**src/rtl/panel_pkg.sv**
```systemverilog
// Shared constants and types for the front-panel input conditioner.
// Channel indices, debounce defaults and the per-channel event bundle.
package panel_pkg;

    localparam int BTN_RUN        = 0;
    localparam int BTN_CONTINUE   = 1;
    localparam int DEBOUNCE_SIM   = 16;
    localparam int DEBOUNCE_BOARD = 500000;

    typedef struct packed {
        logic held;
        logic press;
        logic rel;
        logic rpt;
    } btn_evt_t;

    // Counter width for a count range of n values, never below one bit.
    function automatic int cnt_width(input int n);
        return (n <= 2) ? 1 : $clog2(n);
    endfunction

endpackage

```
**src/rtl/btn_debounce_ch.sv**
```systemverilog
// One push-button channel: two-flop synchroniser, debounce counter,
// press/release edge pulses and optional auto-repeat.
module btn_debounce_ch
    import panel_pkg::*;
#(
    parameter int DEBOUNCE_CYCLES = DEBOUNCE_SIM,
    parameter int REPEAT_CYCLES   = 0
) (
    input  logic     clk,
    input  logic     rst_n,
    input  logic     btn_n,
    output btn_evt_t evt,
    output logic     press_nxt
);

    localparam int            CW       = cnt_width(DEBOUNCE_CYCLES + 1);
    localparam logic [CW-1:0] CNT_LAST = CW'(DEBOUNCE_CYCLES - 1);

    logic          btn_p0;
    logic          btn_p1;
    logic          sync_btn;
    logic [CW-1:0] cnt;
    logic          held;
    logic          press;
    logic          rel;
    logic          rpt;
    logic          accept;

    // Synchroniser stage: flops idle at 1 (released).
    always_ff @(posedge clk or negedge rst_n) begin
        if (!rst_n) begin
            btn_p0 <= 1'b1;
            btn_p1 <= 1'b1;
        end else begin
            btn_p0 <= btn_n;
            btn_p1 <= btn_p0;
        end
    end

    assign sync_btn  = ~btn_p1;
    assign accept    = (sync_btn != held) && (cnt == CNT_LAST);
    assign press_nxt = accept && !held;

    // Debounce stage: pulses register on the same edge that flips held.
    always_ff @(posedge clk or negedge rst_n) begin
        if (!rst_n) begin
            cnt   <= '0;
            held  <= 1'b0;
            press <= 1'b0;
            rel   <= 1'b0;
        end else begin
            press <= accept && !held;
            rel   <= accept && held;
            if ((sync_btn == held) || accept)
                cnt <= '0;
            else
                cnt <= cnt + 1'b1;
            if (accept)
                held <= ~held;
        end
    end

    generate
        if (REPEAT_CYCLES > 0) begin : g_rpt
            localparam int            RW       = cnt_width(REPEAT_CYCLES);
            localparam logic [RW-1:0] RPT_LAST = RW'(REPEAT_CYCLES - 1);

            logic [RW-1:0] rcnt;
            logic          rpt_q;

            // Repeat stage: idle while released and on the accept edge in
            // either direction, so it never lands on press or after release.
            always_ff @(posedge clk or negedge rst_n) begin
                if (!rst_n) begin
                    rcnt  <= '0;
                    rpt_q <= 1'b0;
                end else if (!held || accept) begin
                    rcnt  <= '0;
                    rpt_q <= 1'b0;
                end else if (rcnt == RPT_LAST) begin
                    rcnt  <= '0;
                    rpt_q <= 1'b1;
                end else begin
                    rcnt  <= rcnt + 1'b1;
                    rpt_q <= 1'b0;
                end
            end

            assign rpt = rpt_q;
        end else begin : g_norpt
            assign rpt = 1'b0;
        end
    endgenerate

    assign evt.held  = held;
    assign evt.press = press;
    assign evt.rel   = rel;
    assign evt.rpt   = rpt;

endmodule

```
**src/rtl/panel_input_conditioner.sv**
```systemverilog
// Front-panel input block: NUM_BTN debounced button channels plus a
// synchronised switch bank with a snapshot taken on the SNAP_CH press.
module panel_input_conditioner
    import panel_pkg::*;
#(
    parameter int NUM_BTN         = 2,
    parameter int SW_WIDTH        = 16,
    parameter int DEBOUNCE_CYCLES = DEBOUNCE_SIM,
    parameter int REPEAT_CYCLES   = 0,
    parameter int SNAP_CH         = BTN_RUN
) (
    input  logic                clk,
    input  logic                rst_n,
    input  logic [NUM_BTN-1:0]  btn_n,
    input  logic [SW_WIDTH-1:0] sw,
    output logic [NUM_BTN-1:0]  held,
    output logic [NUM_BTN-1:0]  press_pulse,
    output logic [NUM_BTN-1:0]  release_pulse,
    output logic [NUM_BTN-1:0]  repeat_pulse,
    output logic [SW_WIDTH-1:0] sw_sync,
    output logic [SW_WIDTH-1:0] sw_snap
);

    btn_evt_t            evt [NUM_BTN];
    logic [NUM_BTN-1:0]  press_nxt;
    logic [SW_WIDTH-1:0] sw_p0;
    logic [SW_WIDTH-1:0] sw_p1;

    for (genvar i = 0; i < NUM_BTN; i++) begin : g_ch
        btn_debounce_ch #(
            .DEBOUNCE_CYCLES (DEBOUNCE_CYCLES),
            .REPEAT_CYCLES   (REPEAT_CYCLES)
        ) u_ch (
            .clk       (clk),
            .rst_n     (rst_n),
            .btn_n     (btn_n[i]),
            .evt       (evt[i]),
            .press_nxt (press_nxt[i])
        );

        assign held[i]          = evt[i].held;
        assign press_pulse[i]   = evt[i].press;
        assign release_pulse[i] = evt[i].rel;
        assign repeat_pulse[i]  = evt[i].rpt;
    end

    // Switch synchroniser stage.
    always_ff @(posedge clk or negedge rst_n) begin
        if (!rst_n) begin
            sw_p0 <= '0;
            sw_p1 <= '0;
        end else begin
            sw_p0 <= sw;
            sw_p1 <= sw_p0;
        end
    end

    assign sw_sync = sw_p1;

    // Snapshot loads on the edge that raises press_pulse[SNAP_CH].
    always_ff @(posedge clk or negedge rst_n) begin
        if (!rst_n)
            sw_snap <= '0;
        else if (press_nxt[SNAP_CH])
            sw_snap <= sw_p1;
    end

endmodule

```
**config.mk**
```make
export PLATFORM = sky130hd
export DESIGN_NAME = panel_input_conditioner
export DESIGN_NICKNAME = d
export VERILOG_FILES = /design/src/rtl/panel_pkg.sv /design/src/rtl/btn_debounce_ch.sv /design/src/rtl/panel_input_conditioner.sv
export SDC_FILE = /design/constraint.sdc
export NUM_CORES = 1
export LEC_CHECK = 0
export BUFFER_PORTS_ARGS = -buffer_cell sky130_fd_sc_hd__buf_2
export CAP_MARGIN = 20
export CORE_AREA = 4 4 83 62
export DETAILED_ROUTE_END_ITERATION = 10
export DIE_AREA = 0 0 87 66
export GPL_TIMING_DRIVEN = 0
export HOLD_SLACK_MARGIN = 0.02
export PLACE_DENSITY = 0.86
export SYNTH_ARGS = -nofsm -noshare
export SYNTH_HDL_FRONTEND = slang
export SYNTH_HIERARCHICAL = 1
export SYNTH_SLANG_ARGS = --single-unit
export TNS_END_PERCENT = 20
```
**constraint.sdc**
```tcl
create_clock -name clk -period 4.7 [get_ports clk]
set_input_delay 1.41 -clock clk [delete_from_list [all_inputs] [get_ports clk]]
set_output_delay 1.41 -clock clk [all_outputs]
set_load 0.01 [all_outputs]
```
# --- After elaboration in Yosys (flattened, before gate mapping) ---
# Index checks and enable logic that the tools add are counted.
op_classes:
  eq_ne: 6
  mux: 2
  bitwise_logic: 4
  reduce_logical: 10
  n_addsub: 2
op_table:
  columns: ["operator", "count"]
  rows:
  - ["$add 5x1->5 const B", 2]
  - ["$eq 5x4->1 const B", 2]
  - ["$mux 5", 2]
  - ["$logic_and 1x1->1", 6]
  - ["$not 1->1", 4]
  - ["$eq 1x1->1", 2]
  - ["$logic_not 1->1", 2]
  - ["$logic_or 1x1->1", 2]
  - ["$ne 1x1->1", 2]
totals:
  out_inout_bits: 40
  regBits: 68
  elab_cells: 39
  inputBits: 20

# --- Longest topological paths before layout ---
# Gate-level depths: netlist (run 1).
logic_depth:
  depth_word: 5
  ltp_mapped: 7
  depth_no_buf: 5

# --- Hierarchy ---
# The synthesis (run 1) kept the hierarchy.
by_module_without_submodules:
  columns: ["module", "area_per_inst_um2", "seq_area_each_um2", "n_inst", "cells_per_inst"]
  rows:
  - ["panel_input_conditioner", 1450.1, 1201.2, 1, 66]
  - ["btn_debounce_ch (g_ch[0].u_ch)", 436.7, 252.7, 1, 34]
  - ["btn_debounce_ch (g_ch[1].u_ch)", 425.4, 252.7, 1, 35]

# --- Worst setup path after synthesis (run 1) ---
# Ideal clock, no wire load.
synth_timing:
  kind: "flip-flop to output port"
  start: "register g_ch[1].u_ch.held"
  end: "output held[1]"
  path_slack_ps: 2748
  t_arrival_ps: 542
  path_buffers: 1
  stages_incl_launch_ff: 2
  t_required_ps: 3290
  path_cell_list: "dfrtp_1 -> buf_4"
synth_rtl:
  columns: ["item", "line", "text"]
  rows:
  - ["from (decl)", "btn_debounce_ch.sv:23", "logic held;"]
  - ["from (signal assigned)", "btn_debounce_ch.sv:59", "held <= ~held;"]
  - ["to (decl)", "panel_input_conditioner.sv:16", "output logic [NUM_BTN-1:0] held,"]
# No word-level cell between the ends.

# --- Worst setup path in the final report (run 1) ---
layout_timing:
  start: "register g_ch[0].u_ch.held"
  end: "output held[0]"
layout_rtl:
  columns: ["item", "line"]
  rows:
  - ["from (decl)", "btn_debounce_ch.sv:23"]
  - ["from (signal assigned)", "btn_debounce_ch.sv:59"]
# No word-level cell between the ends.

==> out/qor.yml, run 1 <==
min_path:
  min_path_type: "reg -> reg"
synthesis:
  ys_dominant_reg_cell: "dfrtp_1"
  synthesis.area_sq_mm: 0.002312
  syn_inst: 135
  ys_seq_elements: 68
  synth_largest_area_cell: "dfrtp_1"
  synth_top_area_share_pct: 69.26
  synth_nets: 161
  synth.most_common_cell: "dfrtp_1"
  synth_warnings: 6
  syn-mean-instance-area_sq_um: 17.13
  yosysSeqAreaShare_pct: 73.81
  async_flop_share_pct: 100.0
  synth_common_cells: "dfrtp_1 (64), mux2_4 (10), buf_4 (8), ha_1 (6), mux2_2 (6)"
  synth_edf_count: 0
  synth_area_leaders: "dfrtp_1 (69%), mux2_4 (6.5%), dfstp_2 (4.5%)"
  ys_types: 24
timing:
  hold_viol_final: 0
  rsz0062_at_grt: "no"
  final-setup-viol-count: 0
  slew_viol_final: 0
  relSlewSlack_pct: 46.84
  finalCritPeriodShare_pct: 51.78
  fin_crit_ns: 2.434
  fin_setup_tns_ns: 0
  tightest_slew_ns: 0.7975
  clock_skew_ns: 0.009255
  max_freq_mhz: 410.9
  hold_ws_ns: 0.3445
route:
  wl_mm: 3.627
  drt_iter0_drc: 30
  via_per_inst: 4.569
  drtAntennaViolNets: 0
  wl_per_cell_um: 13.84
  first_pass_iters: 4
  vias: 1197
  drc: 0
cts:
  worstSkewPairLatency_ns: 0.33
  cts_max_level: 3
  clk_pin_slew_ns: 0.07
  cts_post_setup_buffers_inserted: 0
  cts_buffers: 9
  clk_root_buffer_cell: "clkbuf_8"
  cts_resized: 0
  cts_hold_buf: 0
  cts_tree: "done"
  ctsLongestPathBuffers: 2
  cts_sinks: 68
global_routing:
  track_usage_pct: 14.63
  antenna_found_initial: 0
  grt_pass1_vias: 1242
  grt-ovfl-total: 0
  grt_start_max_net_pins: 69
  grt_pass1_wl_mm: 6.030
die:
  die_height_um: 66
  start_util_pct: 54.04
  core_sq_mm: 0.004279
  boundaryPins: 60
  die_w_um: 87
  rows: 20
  dieArea_sq_mm: 0.005742
placed_design:
  dp_cells: 247
  port-buffer-count: 57
  hpwl_mm: 2.591
  place.gp.congestion: 0.7878
worst_setup_path:
  crit_required_ns: 3.29
  crit_type: "reg -> out"
  crit_fanout: 5
  cp_data_arrival_time_ns: 1.02
  rrSetupSlack_ns: 2.56
  end_kind: "output port"
  start_kind: "flip-flop"
pwr:
  leakage_uw: 0.001493
  pwr_density_cell_mw_per_mm2: 389.0
  vdd_ir_drop_max_uv: 257.0
  finalPower_uw: 1112
cells_and_area:
  area_growth_pct: 23.65
  fillers: 320
  nets: 229
  final_cells: 262
  antennaDiodeCount: 0
  drive_gt1_share_pct: 51.21
flow_run:
  maxCapViolCount: 0
status:
  outcome: "complete, no violations"
==> cells in the final DEF, fill, tap and decap left out, types with 2 or more instances in the layout <==
cell type	count
dfstp_2	4
clkbuf_8	10
nor3b_1	3
xor2_1	2
dfrtp_1	64
inv_1	5
mux2i_1	2
and3_2	2
mux2_2	6
clkinv_2	3
buf_2	56
conb_1	2
mux2_4	10
ha_1	6
and3_1	2
nor2_1	5
xnor2_1	3
nor3_1	3
buf_4	9
==> layer usage <==
metal | global-route usage (%) | up-vias | part of all wire, % | wire length (um)
met2 | 25.00 | 36 | 52 | 1890
li1 | - | 569 | - | -
met1 | 16.01 | 592 | 40 | 1465
met3 | 8.219 | 0 | 7.5 | 272
met4 | 2.918 | 0 | 0 | 0
met5 | 0 | - | 0 | 0
==> critical path, cell delays in order (launching register included) <==
cell     delay [ns]
dfrtp_1        0.43
buf_4          0.15
buf_2          0.13
==> sequential cells by signal (all words and copies together) (netlist names) <==
signal / flops
sw_p0: 16
sw_snap: 16
sw_sync: 16
g_ch.u_ch/cnt: 10
g_ch.u_ch/btn_p0: 2
g_ch.u_ch/btn_p1: 2
g_ch.u_ch/held: 2
g_ch.u_ch/press: 2
g_ch.u_ch/rel: 2
==> cells by family after synthesis <==
kind of cell               after synthesis  synth area share [%]
xor gates and xnor gates                 5                 1.894
and+or+nand+nor                         19                 5.140
AOI/OAI and AO/OA                        2                0.5410
DFF                                     68                 73.81
adders and majority gates                6                 3.247
muxes                                   18                 10.28
buffers and inverters                   15                 4.762
other                                    2                0.3248
==> metrics by stage <==
step	utilization, %	setup slack, ns	cell area [sq um]
6_report	66.81	2.267	2859
5_1_grt	66.81	2.206	2859
2_1_floorplan	-	2.748	2312
3_5_place_dp	62.37	2.580	2669
4_1_cts	66.81	2.244	2859
3_3_place_gp	62.31	1.998	2666
==> final cells by class <==
cell class / count / area (sq um) / area share (%)
multi-input combinational: 52 / 495.5 / 17.33
buffer: 10 / 91.34 / 3.195
timing repair buffer: 57 / 287.8 / 10.07
clock buffer: 10 / 137.6 / 4.814
inverter: 5 / 18.77 / 0.6565
clock inverter: 5 / 52.55 / 1.838
tap: 55 / 68.82 / 2.407
sequential: 68 / 1707 / 59.69
==> power by group <==
group          switching (uW)  internal [uW]
logic                    25.0           16.9
registers                9.85            607
clock network             200            253
==> path summary, 6_finish.rpt <==
check / startpoint / endpoint / cells past startpoint
max in group asynchronous: rst_n / g_ch[0].u_ch/cnt[0]$_DFF_PN0_ / 1
setup reg to reg: g_ch[0].u_ch/cnt[0]$_DFF_PN0_ / sw_snap[13]$_DFFE_PN0P_ / 7
hold reg to reg: sw_p0[11]$_DFF_PN0_ / sw_sync[11]$_DFF_PN0_ / 0
setup / recovery: g_ch[0].u_ch/held$_DFFE_PN0P_ / held[0] / 2
hold / removal: sw_p0[11]$_DFF_PN0_ / sw_sync[11]$_DFF_PN0_ / 0
min in group asynchronous: rst_n / sw_sync[3]$_DFF_PN0_ / 1
(Power assumes the default switching activity.)
==> run 2, diff against run 1 <==
--- a/config.mk
+++ b/config.mk
@@ -7,12 +7,12 @@
 export LEC_CHECK = 0
 export BUFFER_PORTS_ARGS = -buffer_cell sky130_fd_sc_hd__buf_2
 export CAP_MARGIN = 20
-export CORE_AREA = 4 4 83 62
+export CORE_AREA = 4 4 86 64
 export DETAILED_ROUTE_END_ITERATION = 10
-export DIE_AREA = 0 0 87 66
+export DIE_AREA = 0 0 90 68
 export GPL_TIMING_DRIVEN = 0
 export HOLD_SLACK_MARGIN = 0.02
-export PLACE_DENSITY = 0.86
+export PLACE_DENSITY = 0.81
 export SYNTH_ARGS = -nofsm -noshare
 export SYNTH_HDL_FRONTEND = slang
 export SYNTH_HIERARCHICAL = 1
==> constraint.sdc (replaced) <==
create_clock -name clk -period 2.3 [get_ports clk]
set_input_delay 0.69 -clock clk [delete_from_list [all_inputs] [get_ports clk]]
set_output_delay 0.69 -clock clk [all_outputs]
set_load 0.01 [all_outputs]
==> out/qor.yml, run 2 (synthesis gave the netlist of run 1 again) <==
route:
  drtAntennaViolNets: 0  # unchanged
  drc: 0  # unchanged
  route.met2.wl_mm: 1.622  # -14%
  via_per_inst: 4.472  # -2.1%
  met1Wirelength_mm: 1.612  # +10%
  wl_per_cell_um: 13.56  # -2.1%
  drt_iter0_drc: 53  # +77%
  first_pass_iters: 4  # unchanged
  wl_mm: 3.593  # -0.94%
  vias: 1185  # -1.0%
  dr.max_layer_used: "met4"
  wl_met3_um: 295  # +8.5%
worst_setup_path:
  max_stage_delay_ns: 0.39  # -0.04 ns
  crit_required_ns: 2.51  # -0.78 ns
  cp_data_arrival_time_ns: 2.29  # +1.27 ns
  crit_path_cell_trace: "ha_1, and3_1, ha_1, nor3b_1, buf_6, buf_12, mux2_4"
  crit_fanout: 10  # +5
  start_kind: "flip-flop"
  path_common_cell: "ha_1"
  crit-reg2reg-launch: "g_ch[0].u_ch/cnt[0]$_DFF_PN0_"
  end_kind: "flip-flop"
  r2r_cells: 7  # unchanged
  crit_type: "reg -> reg"
  cp_slowest_cell: "dfrtp_1"
  r2r_end: "sw_snap[13]$_DFFE_PN0P_"
  rrSetupSlack_ns: 0.22  # -2.34 ns
timing:
  max_freq_mhz: 480.4
  finalCritPeriodShare_pct: 90.50
  relSlewSlack_pct: 46.84  # unchanged
  slew_viol_final: 0  # unchanged
  tightest_slew_ns: 0.7975  # +0.0000009537 ns
  rsz0062_at_grt: "no"
  hold_ws_ns: 0.3477  # +0.003257 ns
  fin_setup_tns_ns: 0  # unchanged
  fin_crit_ns: 2.081
  clock_skew_ns: 0.005842  # -0.003414 ns
  hold_viol_final: 0  # unchanged
  final-setup-viol-count: 0  # unchanged
flow_run:
  maxCapViolCount: 0  # unchanged
placed_design:
  port-buffer-count: 57  # unchanged
  hpwl_mm: 2.493  # -3.8%
  place.gp.congestion: 0.7436  # -5.6%
  dp_cells: 249  # +0.81%
cells_and_area:
  drive_gt1_share_pct: 50.48  # -0.73 points
  antennaDiodeCount: 0  # unchanged
  nets: 229  # unchanged
  final_cell_mix: "dfrtp_1 (64), buf_2 (56), mux2_4 (10)"
  area_growth_pct: 23.48
  final_cells: 265  # +1.1%
  layout_commonest_cell: "dfrtp_1"
cts:
  ctsLongestPathBuffers: 2  # unchanged
  cts_hold_buf: 0  # unchanged
  cts_post_setup_buffers_inserted: 0  # unchanged
  cts_sinks: 68  # unchanged
  clk_root_buffer_cell: "clkbuf_8"
  clk_pin_slew_ns: 0.07  # about the same
  cts_resized: 0  # unchanged
  worstSkewPairLatency_ns: 0.33  # about the same
  cts_buffers: 9  # unchanged
  cts_max_level: 3  # unchanged
  cts_tree: "done"
global_routing:
  grt_start_max_net_pins: 69  # unchanged
  grt_pass1_wl_mm: 5.865  # -2.7%
  grt_pass1_vias: 1207  # -2.8%
  antenna_found_initial: 0  # unchanged
  grt-ovfl-total: 0  # unchanged
  track_usage_pct: 13.26  # -1.4 points
pwr:
  vdd_ir_drop_max_uv: 401.1  # +56%
  leakage_uw: 0.001488  # -0.32%
  finalPower_uw: 2239  # +100%
  pwr_density_cell_mw_per_mm2: 784.3  # +100%
die:
  die_height_um: 68  # +3.0%
  boundaryPins: 60  # unchanged
  core_sq_mm: 0.004651  # +8.7%
  dieArea_sq_mm: 0.006120  # +6.6%
  start_util_pct: 49.72  # -4.3 points
  die_w_um: 90  # +3.4%
  rows: 21  # +5.0%
min_path:
  hold_start: "sw_p0[9]$_DFF_PN0_"
  min_path_type: "reg -> reg"
  hold_end: "sw_sync[9]$_DFF_PN0_"
  whs_path_depth: 0  # unchanged
status:
  outcome: "complete, no violations"
run 2: area by class of cell:
| type | instances | area [sq um] |
|---|---|---|
| buffer | 10 | 91.34 |
| clock buffer | 11 | 131.4 |
| clock inverter | 5 | 52.55 |
| fill | 366 | 1795 |
| inverter | 5 | 18.77 |
| multi-input combinational | 52 | 495.5 |
| sequential | 68 | 1707 |
| tap | 57 | 71.32 |
| timing repair buffer | 57 | 287.8 |
run 2: report_power, final:
part / switching (uW) / internal [uW]
sequential: 19.4 / 1240
clock: 400 / 495
combinational: 50.7 / 34.3
run 2: how the worst max path moves through the flow:
stage                                              from                       to  cells after the start
after global routing      g_ch[0].u_ch/cnt[0]$_DFF_PN0_  sw_snap[11]$_DFFE_PN0P_                      7
after detailed placement  g_ch[0].u_ch/cnt[0]$_DFF_PN0_  sw_snap[13]$_DFFE_PN0P_                      7
after floorplan           g_ch[0].u_ch/cnt[0]$_DFF_PN0_  sw_snap[10]$_DFFE_PN0P_                      7
after global placement    g_ch[0].u_ch/cnt[0]$_DFF_PN0_  sw_snap[13]$_DFFE_PN0P_                      7
final                     g_ch[0].u_ch/cnt[0]$_DFF_PN0_  sw_snap[13]$_DFFE_PN0P_                      7
after CTS                 g_ch[0].u_ch/cnt[0]$_DFF_PN0_  sw_snap[13]$_DFFE_PN0P_                      7
run 2: through the flow:
stage	cell area (sq um)	worst slack, ns	util, %
2_1_floorplan	2312	0.4236	-
3_5_place_dp	2671	0.2550	57.44
5_1_grt	2855	0.1060	61.39
4_1_cts	2855	0.2205	61.39
6_report	2855	0.2185	61.39
3_3_place_gp	2669	0.2612	57.39
run 2: metal layers:
layer | GRT usage [%] | vias to the layer above
met4 | 6.870 | 0
met1 | 15.98 | 569
met3 | 7.582 | 6
li1 | - | 568
met5 | 0 | -
met2 | 19.16 | 42
run 2: worst max-delay path: cells and delay by family, from the launching register on:
family	cells	cell delay [ns]
adders and majority gates	2	0.41
buffers and inverters	2	0.35
DFF	1	0.39
muxes	1	0.30
and+or+nand+nor	2	0.51
==> run 3, diff against run 2 <==
--- a/config.mk
+++ b/config.mk
@@ -7,12 +7,13 @@
 export LEC_CHECK = 0
 export BUFFER_PORTS_ARGS = -buffer_cell sky130_fd_sc_hd__buf_2
 export CAP_MARGIN = 20
-export CORE_AREA = 4 4 86 64
+export CORE_AREA = 4 4 73 75
 export DETAILED_ROUTE_END_ITERATION = 10
-export DIE_AREA = 0 0 90 68
+export DIE_AREA = 0 0 77 79
 export GPL_TIMING_DRIVEN = 0
 export HOLD_SLACK_MARGIN = 0.02
 export PLACE_DENSITY = 0.81
+export RECOVER_POWER = 25
 export SYNTH_ARGS = -nofsm -noshare
 export SYNTH_HDL_FRONTEND = slang
 export SYNTH_HIERARCHICAL = 1
==> out/qor.yml, run 3 (synthesis gave the netlist of run 1 again) <==
die:
  core_sq_mm: 0.004661  # +0.22%
  dieArea_sq_mm: 0.006083  # -0.60%
  rows: 25  # +19%
  boundaryPins: 60  # unchanged
  die_w_um: 77  # -14%
  start_util_pct: 49.61  # -0.11 points
  die_height_um: 79  # +16%
timing:
  finalCritPeriodShare_pct: 91.26  # +0.76 points
  max_freq_mhz: 476.4  # -0.83%
  hold_viol_final: 0  # unchanged
  tightest_slew_ns: 1.572  # +0.7749 ns
  fin_crit_ns: 2.099  # +0.01741 ns
  final-setup-viol-count: 0  # unchanged
  fin_setup_tns_ns: 0  # unchanged
  relSlewSlack_pct: -4.826  # -52 points
  clock_skew_ns: 0.004749  # -0.001093 ns
  slew_viol_final: 69  # +69
  hold_ws_ns: 0.3500  # +0.002252 ns
  rsz0062_at_grt: "no"
worst_setup_path:
  crit_type: "reg -> reg"
  crit_fanout: 10  # unchanged
  start_kind: "flip-flop"
  crit_required_ns: 2.52  # about the same
  cp_data_arrival_time_ns: 2.32  # +0.03 ns
  end_kind: "flip-flop"
min_path:
  min_path_type: "reg -> reg"
cells_and_area:
  area_growth_pct: 25.92
  antennaDiodeCount: 0  # unchanged
  final_cell_mix: "dfrtp_1 (64), buf_2 (56), mux2_4 (10)"
  final_cells: 262  # -1.1%
  drive_gt1_share_pct: 51.44  # +0.96 points
  nets: 229  # unchanged
  layout_commonest_cell: "dfrtp_1"
route:
  first_pass_iters: 4  # unchanged
  vias: 1231  # +3.9%
  wl_mm: 3.677  # +2.3%
  wl_per_cell_um: 14.03  # +3.5%
  via_per_inst: 4.698  # +5.1%
  drt_iter0_drc: 54  # +1.9%
  drtAntennaViolNets: 0  # unchanged
  drc: 0  # unchanged
global_routing:
  grt_pass1_wl_mm: 6.037  # +2.9%
  grt-ovfl-total: 0  # unchanged
  track_usage_pct: 13.26  # unchanged
  grt_start_max_net_pins: 69  # unchanged
  antenna_found_initial: 0  # unchanged
  grt_pass1_vias: 1322  # +9.5%
cts:
  clk_root_buffer_cell: "clkbuf_8"
  cts_resized: 0  # unchanged
  cts_tree: "done"
  cts_max_level: 3  # unchanged
  clk_pin_slew_ns: 0.07  # about the same
  cts_sinks: 68  # unchanged
  ctsLongestPathBuffers: 2  # unchanged
  worstSkewPairLatency_ns: 0.33  # about the same
  cts_buffers: 9  # unchanged
  cts_hold_buf: 0  # unchanged
  cts_post_setup_buffers_inserted: 0  # unchanged
status:
  violations: "capacitance limit, slew limit"
  outcome: "finished with violations"
placed_design:
  hpwl_mm: 2.517  # +0.96%
  port-buffer-count: 57  # unchanged
  dp_cells: 246  # -1.2%
  place.gp.congestion: 0.7227  # -2.8%
pwr:
  finalPower_uw: 2508  # +12%
  power_frac_comb_pct: 3.3  # -0.5 points
  vdd_ir_drop_max_uv: 612.0  # +53%
  clkPwrFrac_pct: 46.5  # +6.5 points
  p_switching_uw: 510.7  # +8.6%
  pwr_density_cell_mw_per_mm2: 861.4  # +9.8%
  p_sw_share_pct: 20.36  # -0.64 points
  p_int_uw: 1997  # +13%
  leakage_uw: 0.001511  # +1.5%
  seq_power_share_pct: 50.2  # -6.0 points
flow_run:
  maxCapViolCount: 1  # +1
run 3: changes by cell type in the layout (fill, tap and decap cells not counted), sizes merged:
cell / before / now
clkbuf: 11 / 10
buf: 67 / 66
bufinv: 1 / 3
clkinv: 3 / 1
inv: 5 / 6
clkinvlp: 1 / 2
run 3: per-stage QoR:
step	setup WS [ns]	utilization (%)	instance area, sq um
3_5_place_dp	0.2582	57.23	2668
5_1_grt	0.1028	62.47	2912
4_1_cts	0.1736	62.52	2914
2_1_floorplan	0.4236	-	2312
6_report	0.2011	62.47	2912
3_3_place_gp	0.2787	57.18	2665
run 3: worst paths after layout:
check                                         startpoint                       to  slack (ns)  cells past startpoint
max reg2reg                g_ch[0].u_ch/cnt[0]$_DFF_PN0_  sw_snap[10]$_DFFE_PN0P_        0.20                      7
max in group asynchronous                          rst_n       sw_p0[4]$_DFF_PN0_        0.62                      1
min                                   sw_p0[1]$_DFF_PN0_     sw_sync[1]$_DFF_PN0_        0.35                      0
min reg2reg                           sw_p0[1]$_DFF_PN0_     sw_sync[1]$_DFF_PN0_        0.35                      0
min in group asynchronous                          rst_n     sw_sync[5]$_DFF_PN0_        0.75                      1
max                        g_ch[0].u_ch/cnt[0]$_DFF_PN0_  sw_snap[10]$_DFFE_PN0P_        0.20                      7
run 3: final cells by class:
class                   instances  area (sq um)
repair buffers                 57         285.3
plain buffers                  10         91.34
clock buffers                   9         123.9
flip-flops and latches         68          1707
multi-input cells              52         495.5
fillers                       361          1749
well taps                      54         67.56
clock inverters                 7         122.6
inverters                       5         18.77
run 3: power groups by stage:
stage	Sequential (uW)	Combinational (uW)	Clock, uW
floorplan	1290	22.2	0
global placement	1280	84.6	0
detailed placement	1280	87.1	0
CTS	1260	87.4	1200
global route	1260	95.7	1260
finish	1260	83.7	1170
run 3: critical path, stage by stage, from the launching register on:
cell and delay [ns]:
dfrtp_1 0.39, ha_1 0.19, and3_1 0.19, ha_1 0.19, nor3b_1 0.35, buf_6 0.20, buf_12 0.15, mux2_4 0.30
run 3: metal layers:
layer | vias to the layer above | part of all wire (%) | track usage (%)
met5 | - | 0 | 0
met1 | 597 | 41 | 14.88
met3 | 10 | 7.6 | 5.782
li1 | 573 | - | -
met2 | 51 | 48 | 21.34
met4 | 0 | 2.6 | 7.295
